$ cat config.mk
export PLATFORM = sky130hd
export DESIGN_NAME = diff_clk_monitor
export DESIGN_NICKNAME = d
export VERILOG_FILES = /design/src/rtl/diff_clk_monitor.sv
export SDC_FILE = /design/constraint.sdc
export NUM_CORES = 1
export LEC_CHECK = 0
export CAP_MARGIN = 0
export CORE_MARGIN = 2
export CORE_UTILIZATION = 44
export DETAILED_ROUTE_END_ITERATION = 10
export DONT_BUFFER_PORTS = 1
export GPL_TIMING_DRIVEN = 0
export SETUP_SLACK_MARGIN = 0.4
export SYNTH_ARGS = -nofsm -noshare
export SYNTH_HDL_FRONTEND = slang
export SYNTH_SLANG_ARGS = --single-unit
export TNS_END_PERCENT = 30
$ cat constraint.sdc
create_clock -name clk -period 3 [get_ports clk]
set_clock_uncertainty 0.1 [all_clocks]
set_input_delay 0 -clock clk [delete_from_list [all_inputs] [get_ports clk]]
set_output_delay 0 -clock clk [all_outputs]
set_load 0.01 [all_outputs]
$ cat src/rtl/diff_clk_monitor.sv
// diff_clk_monitor
//   Watches NCH differential clock inputs. Each channel is buffered,
//   synchronised, edge-detected and counted over a fixed gate window. Each
//   channel also has a loss-of-signal detector. A non-revertive selector picks
//   the lowest-index healthy channel, qualifies it after a hold-off period and
//   forwards its synchronised level.
//
// Ports
//   clk        system clock, rising-edge, single domain
//   rst_n      synchronous active-low reset
//   in_p/in_n  differential pin pairs, one per channel
//   sig_o      buffered single-ended signals (combinational, not reset)
//   edge_cnt   rising-edge counts of the last closed window, ch k at [k*CNT_W +: CNT_W]
//   cnt_valid  one-cycle pulse when edge_cnt updates
//   los        per-channel loss-of-signal flags
//   sel        index of the selected channel
//   sel_valid  selected channel is qualified
//   sel_change one-cycle pulse when sel_valid rises
//   sel_sig    registered synchronised level of the selected channel (0 when not valid)

module diff_clk_monitor #(
   parameter int unsigned NCH            = 4,
   parameter int unsigned CNT_W          = 24,
   parameter int unsigned GATE_CYCLES    = 1000000,
   parameter int unsigned LOS_CYCLES     = 1024,
   parameter int unsigned HOLDOFF_CYCLES = 256,
   parameter              DIFF_TERM      = "FALSE"
) (
   input  logic                 clk,
   input  logic                 rst_n,
   input  logic [NCH-1:0]       in_p,
   input  logic [NCH-1:0]       in_n,
   output logic [NCH-1:0]       sig_o,
   output logic [NCH*CNT_W-1:0] edge_cnt,
   output logic                 cnt_valid,
   output logic [NCH-1:0]       los,
   output logic [2:0]           sel,
   output logic                 sel_valid,
   output logic                 sel_change,
   output logic                 sel_sig
);

   localparam int unsigned GATE_W = $clog2(GATE_CYCLES);
   localparam int unsigned LOS_W  = $clog2(LOS_CYCLES + 1);
   localparam int unsigned HOLD_W = $clog2(HOLDOFF_CYCLES + 1);

   localparam logic [GATE_W-1:0] GATE_LAST = GATE_W'(GATE_CYCLES - 1);
   localparam logic [LOS_W-1:0]  LOS_MAX   = LOS_W'(LOS_CYCLES);
   localparam logic [HOLD_W-1:0] HOLD_LAST = HOLD_W'(HOLDOFF_CYCLES - 1);
   localparam logic [CNT_W-1:0]  CNT_MAX   = '1;

   // Elaboration-time parameter sanity checks
   if (NCH < 1 || NCH > 8) begin : g_bad_nch
      $error("diff_clk_monitor: NCH must be 1..8");
   end
   if (GATE_CYCLES < 2) begin : g_bad_gate
      $error("diff_clk_monitor: GATE_CYCLES must be >= 2");
   end
   if (LOS_CYCLES < 1 || HOLDOFF_CYCLES < 1) begin : g_bad_los
      $error("diff_clk_monitor: LOS_CYCLES and HOLDOFF_CYCLES must be >= 1");
   end
   if (DIFF_TERM != "TRUE" && DIFF_TERM != "FALSE") begin : g_bad_term
      $error("diff_clk_monitor: DIFF_TERM must be \"TRUE\" or \"FALSE\"");
   end

   // ------------------------------------------------------------------
   // Differential input buffers
   // ------------------------------------------------------------------
   for (genvar k = 0; k < NCH; k++) begin : g_ibuf
`ifdef DIFF_CLK_MONITOR_XILINX
      IBUFDS #(
         .DIFF_TERM   (DIFF_TERM),
         .IBUF_LOW_PWR("TRUE")
      ) u_ibufds (
         .O (sig_o[k]),
         .I (in_p[k]),
         .IB(in_n[k])
      );
`else
      // Behavioural stand-in for the vendor buffer: high when P is above N
      assign sig_o[k] = in_p[k] & ~in_n[k];
`endif
   end

   // ------------------------------------------------------------------
   // Synchroniser (2 flops) plus edge register
   // ------------------------------------------------------------------
   logic [NCH-1:0] sync1_q, sync2_q, sync3_q;
   logic [NCH-1:0] pulse;

   always_ff @(posedge clk) begin
      if (!rst_n) begin
         sync1_q <= '0;
         sync2_q <= '0;
         sync3_q <= '0;
      end else begin
         sync1_q <= sig_o;
         sync2_q <= sync1_q;
         sync3_q <= sync2_q;
      end
   end

   assign pulse = sync2_q & ~sync3_q;

   // ------------------------------------------------------------------
   // Gate window and edge accumulators
   // ------------------------------------------------------------------
   logic [GATE_W-1:0]      gate_q, gate_d;
   logic                   gate_last;
   logic [CNT_W-1:0]       acc_q [NCH];
   logic [CNT_W-1:0]       acc_d [NCH];
   logic [NCH*CNT_W-1:0]   edge_cnt_q, edge_cnt_d;
   logic                   cnt_valid_q;

   assign gate_last = (gate_q == GATE_LAST);

   always_comb begin
      gate_d     = gate_last ? '0 : gate_q + GATE_W'(1);
      edge_cnt_d = edge_cnt_q;
      for (int k = 0; k < int'(NCH); k++) begin
         // Saturating increment; a pulse on the terminal cycle lands in the closing window
         logic [CNT_W-1:0] inc;
         inc = (pulse[k] && acc_q[k] != CNT_MAX) ? acc_q[k] + CNT_W'(1) : acc_q[k];
         if (gate_last) begin
            edge_cnt_d[k*CNT_W +: CNT_W] = inc;
            acc_d[k]                     = '0;
         end else begin
            acc_d[k] = inc;
         end
      end
   end

   always_ff @(posedge clk) begin
      if (!rst_n) begin
         gate_q      <= '0;
         edge_cnt_q  <= '0;
         cnt_valid_q <= 1'b0;
         for (int k = 0; k < int'(NCH); k++) acc_q[k] <= '0;
      end else begin
         gate_q      <= gate_d;
         edge_cnt_q  <= edge_cnt_d;
         cnt_valid_q <= gate_last;
         for (int k = 0; k < int'(NCH); k++) acc_q[k] <= acc_d[k];
      end
   end

   assign edge_cnt  = edge_cnt_q;
   assign cnt_valid = cnt_valid_q;

   // ------------------------------------------------------------------
   // Loss-of-signal: silence counters saturating at LOS_CYCLES
   // ------------------------------------------------------------------
   logic [LOS_W-1:0] sil_q [NCH];
   logic [LOS_W-1:0] sil_d [NCH];

   always_comb begin
      for (int k = 0; k < int'(NCH); k++) begin
         if (pulse[k])                sil_d[k] = '0;
         else if (sil_q[k] == LOS_MAX) sil_d[k] = sil_q[k];
         else                          sil_d[k] = sil_q[k] + LOS_W'(1);
      end
   end

   // Reset to LOS_MAX so every channel starts out declared lost
   always_ff @(posedge clk) begin
      if (!rst_n) begin
         for (int k = 0; k < int'(NCH); k++) sil_q[k] <= LOS_MAX;
      end else begin
         for (int k = 0; k < int'(NCH); k++) sil_q[k] <= sil_d[k];
      end
   end

   for (genvar k = 0; k < NCH; k++) begin : g_los
      assign los[k] = (sil_q[k] == LOS_MAX);
   end

   // ------------------------------------------------------------------
   // Selection FSM
   // ------------------------------------------------------------------
   typedef enum logic [1:0] {
      StSearch,
      StHoldoff,
      StLocked
   } state_e;

   state_e            state_q, state_d;
   logic [2:0]        sel_q, sel_d;
   logic [HOLD_W-1:0] hold_q, hold_d;
   logic              sel_valid_q, sel_valid_d;
   logic              sel_change_q, sel_change_d;
   logic              sel_sig_q, sel_sig_d;
   logic [7:0]        los_pad, lvl_pad;
   logic [2:0]        cand;
   logic              found;

   always_comb begin
      // Unused upper channels read as lost/low so a 3-bit index is always safe
      los_pad            = '1;
      los_pad[NCH-1:0]   = los;
      lvl_pad            = '0;
      lvl_pad[NCH-1:0]   = sync2_q;

      // Lowest-index healthy channel
      cand  = '0;
      found = 1'b0;
      for (int k = int'(NCH) - 1; k >= 0; k--) begin
         if (!los[k]) begin
            cand  = 3'(k);
            found = 1'b1;
         end
      end

      state_d = state_q;
      sel_d   = sel_q;
      hold_d  = hold_q;

      unique case (state_q)
         StSearch: begin
            if (found) begin
               sel_d   = cand;
               hold_d  = '0;
               state_d = StHoldoff;
            end
         end
         StHoldoff: begin
            if (los_pad[sel_q]) begin
               state_d = StSearch;
            end else if (hold_q == HOLD_LAST) begin
               state_d = StLocked;
            end else begin
               hold_d = hold_q + HOLD_W'(1);
            end
         end
         StLocked: begin
            // Non-revertive: only loss of the current channel moves us
            if (los_pad[sel_q]) state_d = StSearch;
         end
         default: state_d = StSearch;
      endcase

      sel_valid_d  = (state_d == StLocked);
      sel_change_d = sel_valid_d & ~sel_valid_q;
      sel_sig_d    = sel_valid_d & lvl_pad[sel_d];
   end

   always_ff @(posedge clk) begin
      if (!rst_n) begin
         state_q      <= StSearch;
         sel_q        <= '0;
         hold_q       <= '0;
         sel_valid_q  <= 1'b0;
         sel_change_q <= 1'b0;
         sel_sig_q    <= 1'b0;
      end else begin
         state_q      <= state_d;
         sel_q        <= sel_d;
         hold_q       <= hold_d;
         sel_valid_q  <= sel_valid_d;
         sel_change_q <= sel_change_d;
         sel_sig_q    <= sel_sig_d;
      end
   end

   assign sel        = sel_q;
   assign sel_valid  = sel_valid_q;
   assign sel_change = sel_change_q;
   assign sel_sig    = sel_sig_q;

endmodule
==> out/results.tsv <==
metric	value	unit
synthDistinctLibCells	59	
clockBufferDepth	3	
grt_antenna_before_repair	0	
synth_fp_nets	1316	
syn_to_final_growth	16.4	%
grt_overflow	0	
cts-htree-levels	1	
grt_max_degree	15	
synthFlopType	dfxtp_1	
ys_async_sr_fraction	0	%
p_per_area	659	mW/mm²
final.setup.tns	0	ns
whs	0.0498	ns
hold_viol_final	0	
synth_mux_area_share	0.951	%
netlist_top_cells_area	dfxtp_1 49%, nor2_1 6.9%, xnor2_1 5.8%	
fmax	363	MHz
ys_seq_area_share	49.5	%
regArea	0.00573	mm²
place.gp.congestion	0.829	
p_leak	4.83	nW
cts_tree	built	
drv_cap	0	
avgRoutedWirePerCell	16.7	µm
die_w	166	µm
die_area	0.0276	mm²
grt_pass1_wl	45700	µm
die_h	166	µm
num_vias	9094	
relSlewSlack	50.1	%
clk-insertion-delay-late	0.55	ns
port_buffers	0	
worstPathCellList	inv_4 > ha_4 > or4b_4 > or4_4 > clkinv_8 > a2111oi_4 > o32ai_4 > buf_6 > buf_6 > buf_4 > nor2_1	
start_util	44.7	%
clk_pin_slew	0.06	ns
path_class	flip-flop to flip-flop	
grtUsageTotal	20.1	%
fillCellCount	2404	
crit_family	simple AND/OR/NAND/NOR gates	
syn-instance-count	1291	
yosys-top-cells-count	286 x dfxtp_1, 213 x nor2_1, 78 x a21oi_1, 76 x xnor2_1, 69 x o21ai_0	
min_path_type	input port to output pin	
cts.sinks	286	
synth-compound-area-share	11.1	%
yosys.area_share.simple	23.5	%
drt_pass1_iterations	7	
cp_slowest_cell	or4_4	
critPathLaunchType	flip-flop	
critPathMaxStageDelay	0.59	ns
yosys.area.top_type	dfxtp_1	
num_antenna_cells	0	
cp.required	3.31	ns
coreArea	0.0259	mm²
boundaryPins	121	
yosys.area.top_type_share	49.5	%
nNetsFinal	1374	
fin_crit_sh	91.7	%
rsz0062_at_grt	true	
cp.arrival	3.06	ns
cts_buffers	29	
ys_ff_latch	286	
vdd_drop_max	472	µV
post-dp-hpwl	19600	µm
synth_top_family_by_area	simple AND/OR/NAND/NOR gates	
drc_errors	0	
vias_per_cell	5.33	
worstMarginPinSlew	0.744	ns
outcome	finished clean	
rows	59	
grt_pass1_vias	8713	
root_buffer	clkbuf_16	
multiInputGateArea	0.00576	mm²
drt_iter0_drc	474	
post-synth-top-count-cell	dfxtp_1	
final_antenna_net_count	0	
synth-adder-area-share	1.62	%
fin_crit	2.75	ns
synth_edf_count	0	
crit_buf_inv	5	
drive_above_1_share	9.99	%
crit_top_cell	buf_6	
syn-mean-instance-area	8.97	µm²
drv_slew	0	
cp-end-kind	flip-flop	
p_total	8.88	mW
syn-cell-area	0.0116	mm²
yosys_warnings	0	
setup_viol	0	
totalWireLength	28500	µm
synth_xor_area_share	10.7	%
cp_max_fo	5	
## where the power goes
part	total (mW)	internal, mW	switching (mW)
Clock	3.65	2.15	1.49
Combinational	1.29	0.574	0.713
Sequential	3.94	3.87	0.0781
## final timing paths
kind | startpoint | to | slack (ns) | depth (start not counted)
worst min-delay path | in_p[1] | sig_o[1] | 0.05 | 1
worst max-delay path | sil_q[1][0]$_SDFFE_PP0N_ | state_q[0]$_SDFF_PN0_ | 0.25 | 11
worst max register to register | sil_q[1][0]$_SDFFE_PP0N_ | state_q[0]$_SDFF_PN0_ | 0.25 | 11
worst min register to register | sync1_q[0]$_SDFF_PN0_ | sync2_q[0]$_SDFF_PN0_ | 0.33 | 1
## logic make-up after synthesis
family	Yosys count
buf+inv	80
compound gates	217
simple gates	541
xor+xnor	141
mux	11
fa+ha+maj	15
flops	286
## cells in the final DEF (no fill, tap or decap), types with 5 or more instances in the layout
master / n
dfxtp_1: 283
nor2_1: 213
xnor2_1: 76
a21oi_1: 74
o21ai_0: 69
xor2_1: 65
nand3_1: 58
nand2_1: 57
clkbuf_1: 41
and3_1: 40
a211oi_1: 31
clkbuf_16: 29
nor3_1: 28
nand4_1: 27
inv_1: 24
and2_1: 19
and4_1: 16
buf_4: 13
clkbuf_2: 13
ha_1: 13
mux2i_1: 11
nor2b_1: 10
nand2b_1: 9
dlygate4sd3_1: 9
or2_2: 8
clkbuf_8: 8
nor4_1: 7
or3_1: 7
o211ai_1: 6
a21oi_2: 6
buf_6: 5
o21ai_2: 5
## per-stage QoR
step | area (µm²) | util, % | setup slack [ns] | cells
2_1_floorplan | 11600 | - | 0.455 | 1291
3_3_place_gp | 12000 | 46.3 | -0.733 | 1626
3_5_place_dp | 12000 | 46.3 | -0.793 | 1626
4_1_cts | 13200 | 50.8 | 0.250 | 1693
5_1_grt | 13500 | 52.0 | 0.157 | 1707
6_report | 13500 | 52.0 | 0.248 | 1707
## per-layer routing
metal  vias to the layer above  track usage (%)  wire [µm]
li1                       4594                -          -
met5                         -                0          0
met4                         0             6.62        808
met1                      4271             27.2      13300
met3                        48             5.15       1840
met2                       181             31.5      12500
## repair_timing
action | CTS | global route
resized for setup | 22 | 68
pin swaps | 4 | 21
hold buffers | 9 | 0
setup buffers | 3 | 11
hold endpoints to repair | 131 | 0
cloned | 1 | 3
setup endpoints to repair | 221 | 191
## registers in the layout, indices dropped and copies added (netlist names), 2 cells and up
| signal | count |
|---|---|
| sil_q | 44 |
| edge_cnt | 96 |
| state_q | 2 |
| sync3_q | 4 |
| gate_q | 20 |
| hold_q | 9 |
| acc_q | 96 |
| sync2_q | 4 |
| sync1_q | 4 |
| sel | 3 |
## layout make-up
class	count	area share, %
inverters	27	0.882
well taps	335	3.11
flip-flops and latches	286	42.5
repair inverters	1	0.0650
repair buffers	24	1.71
clock buffers	46	6.45
plain buffers	53	1.79
multi-input cells	927	42.7
clock inverters	8	0.733
Note: power is estimated with default switching activity, not from simulation.
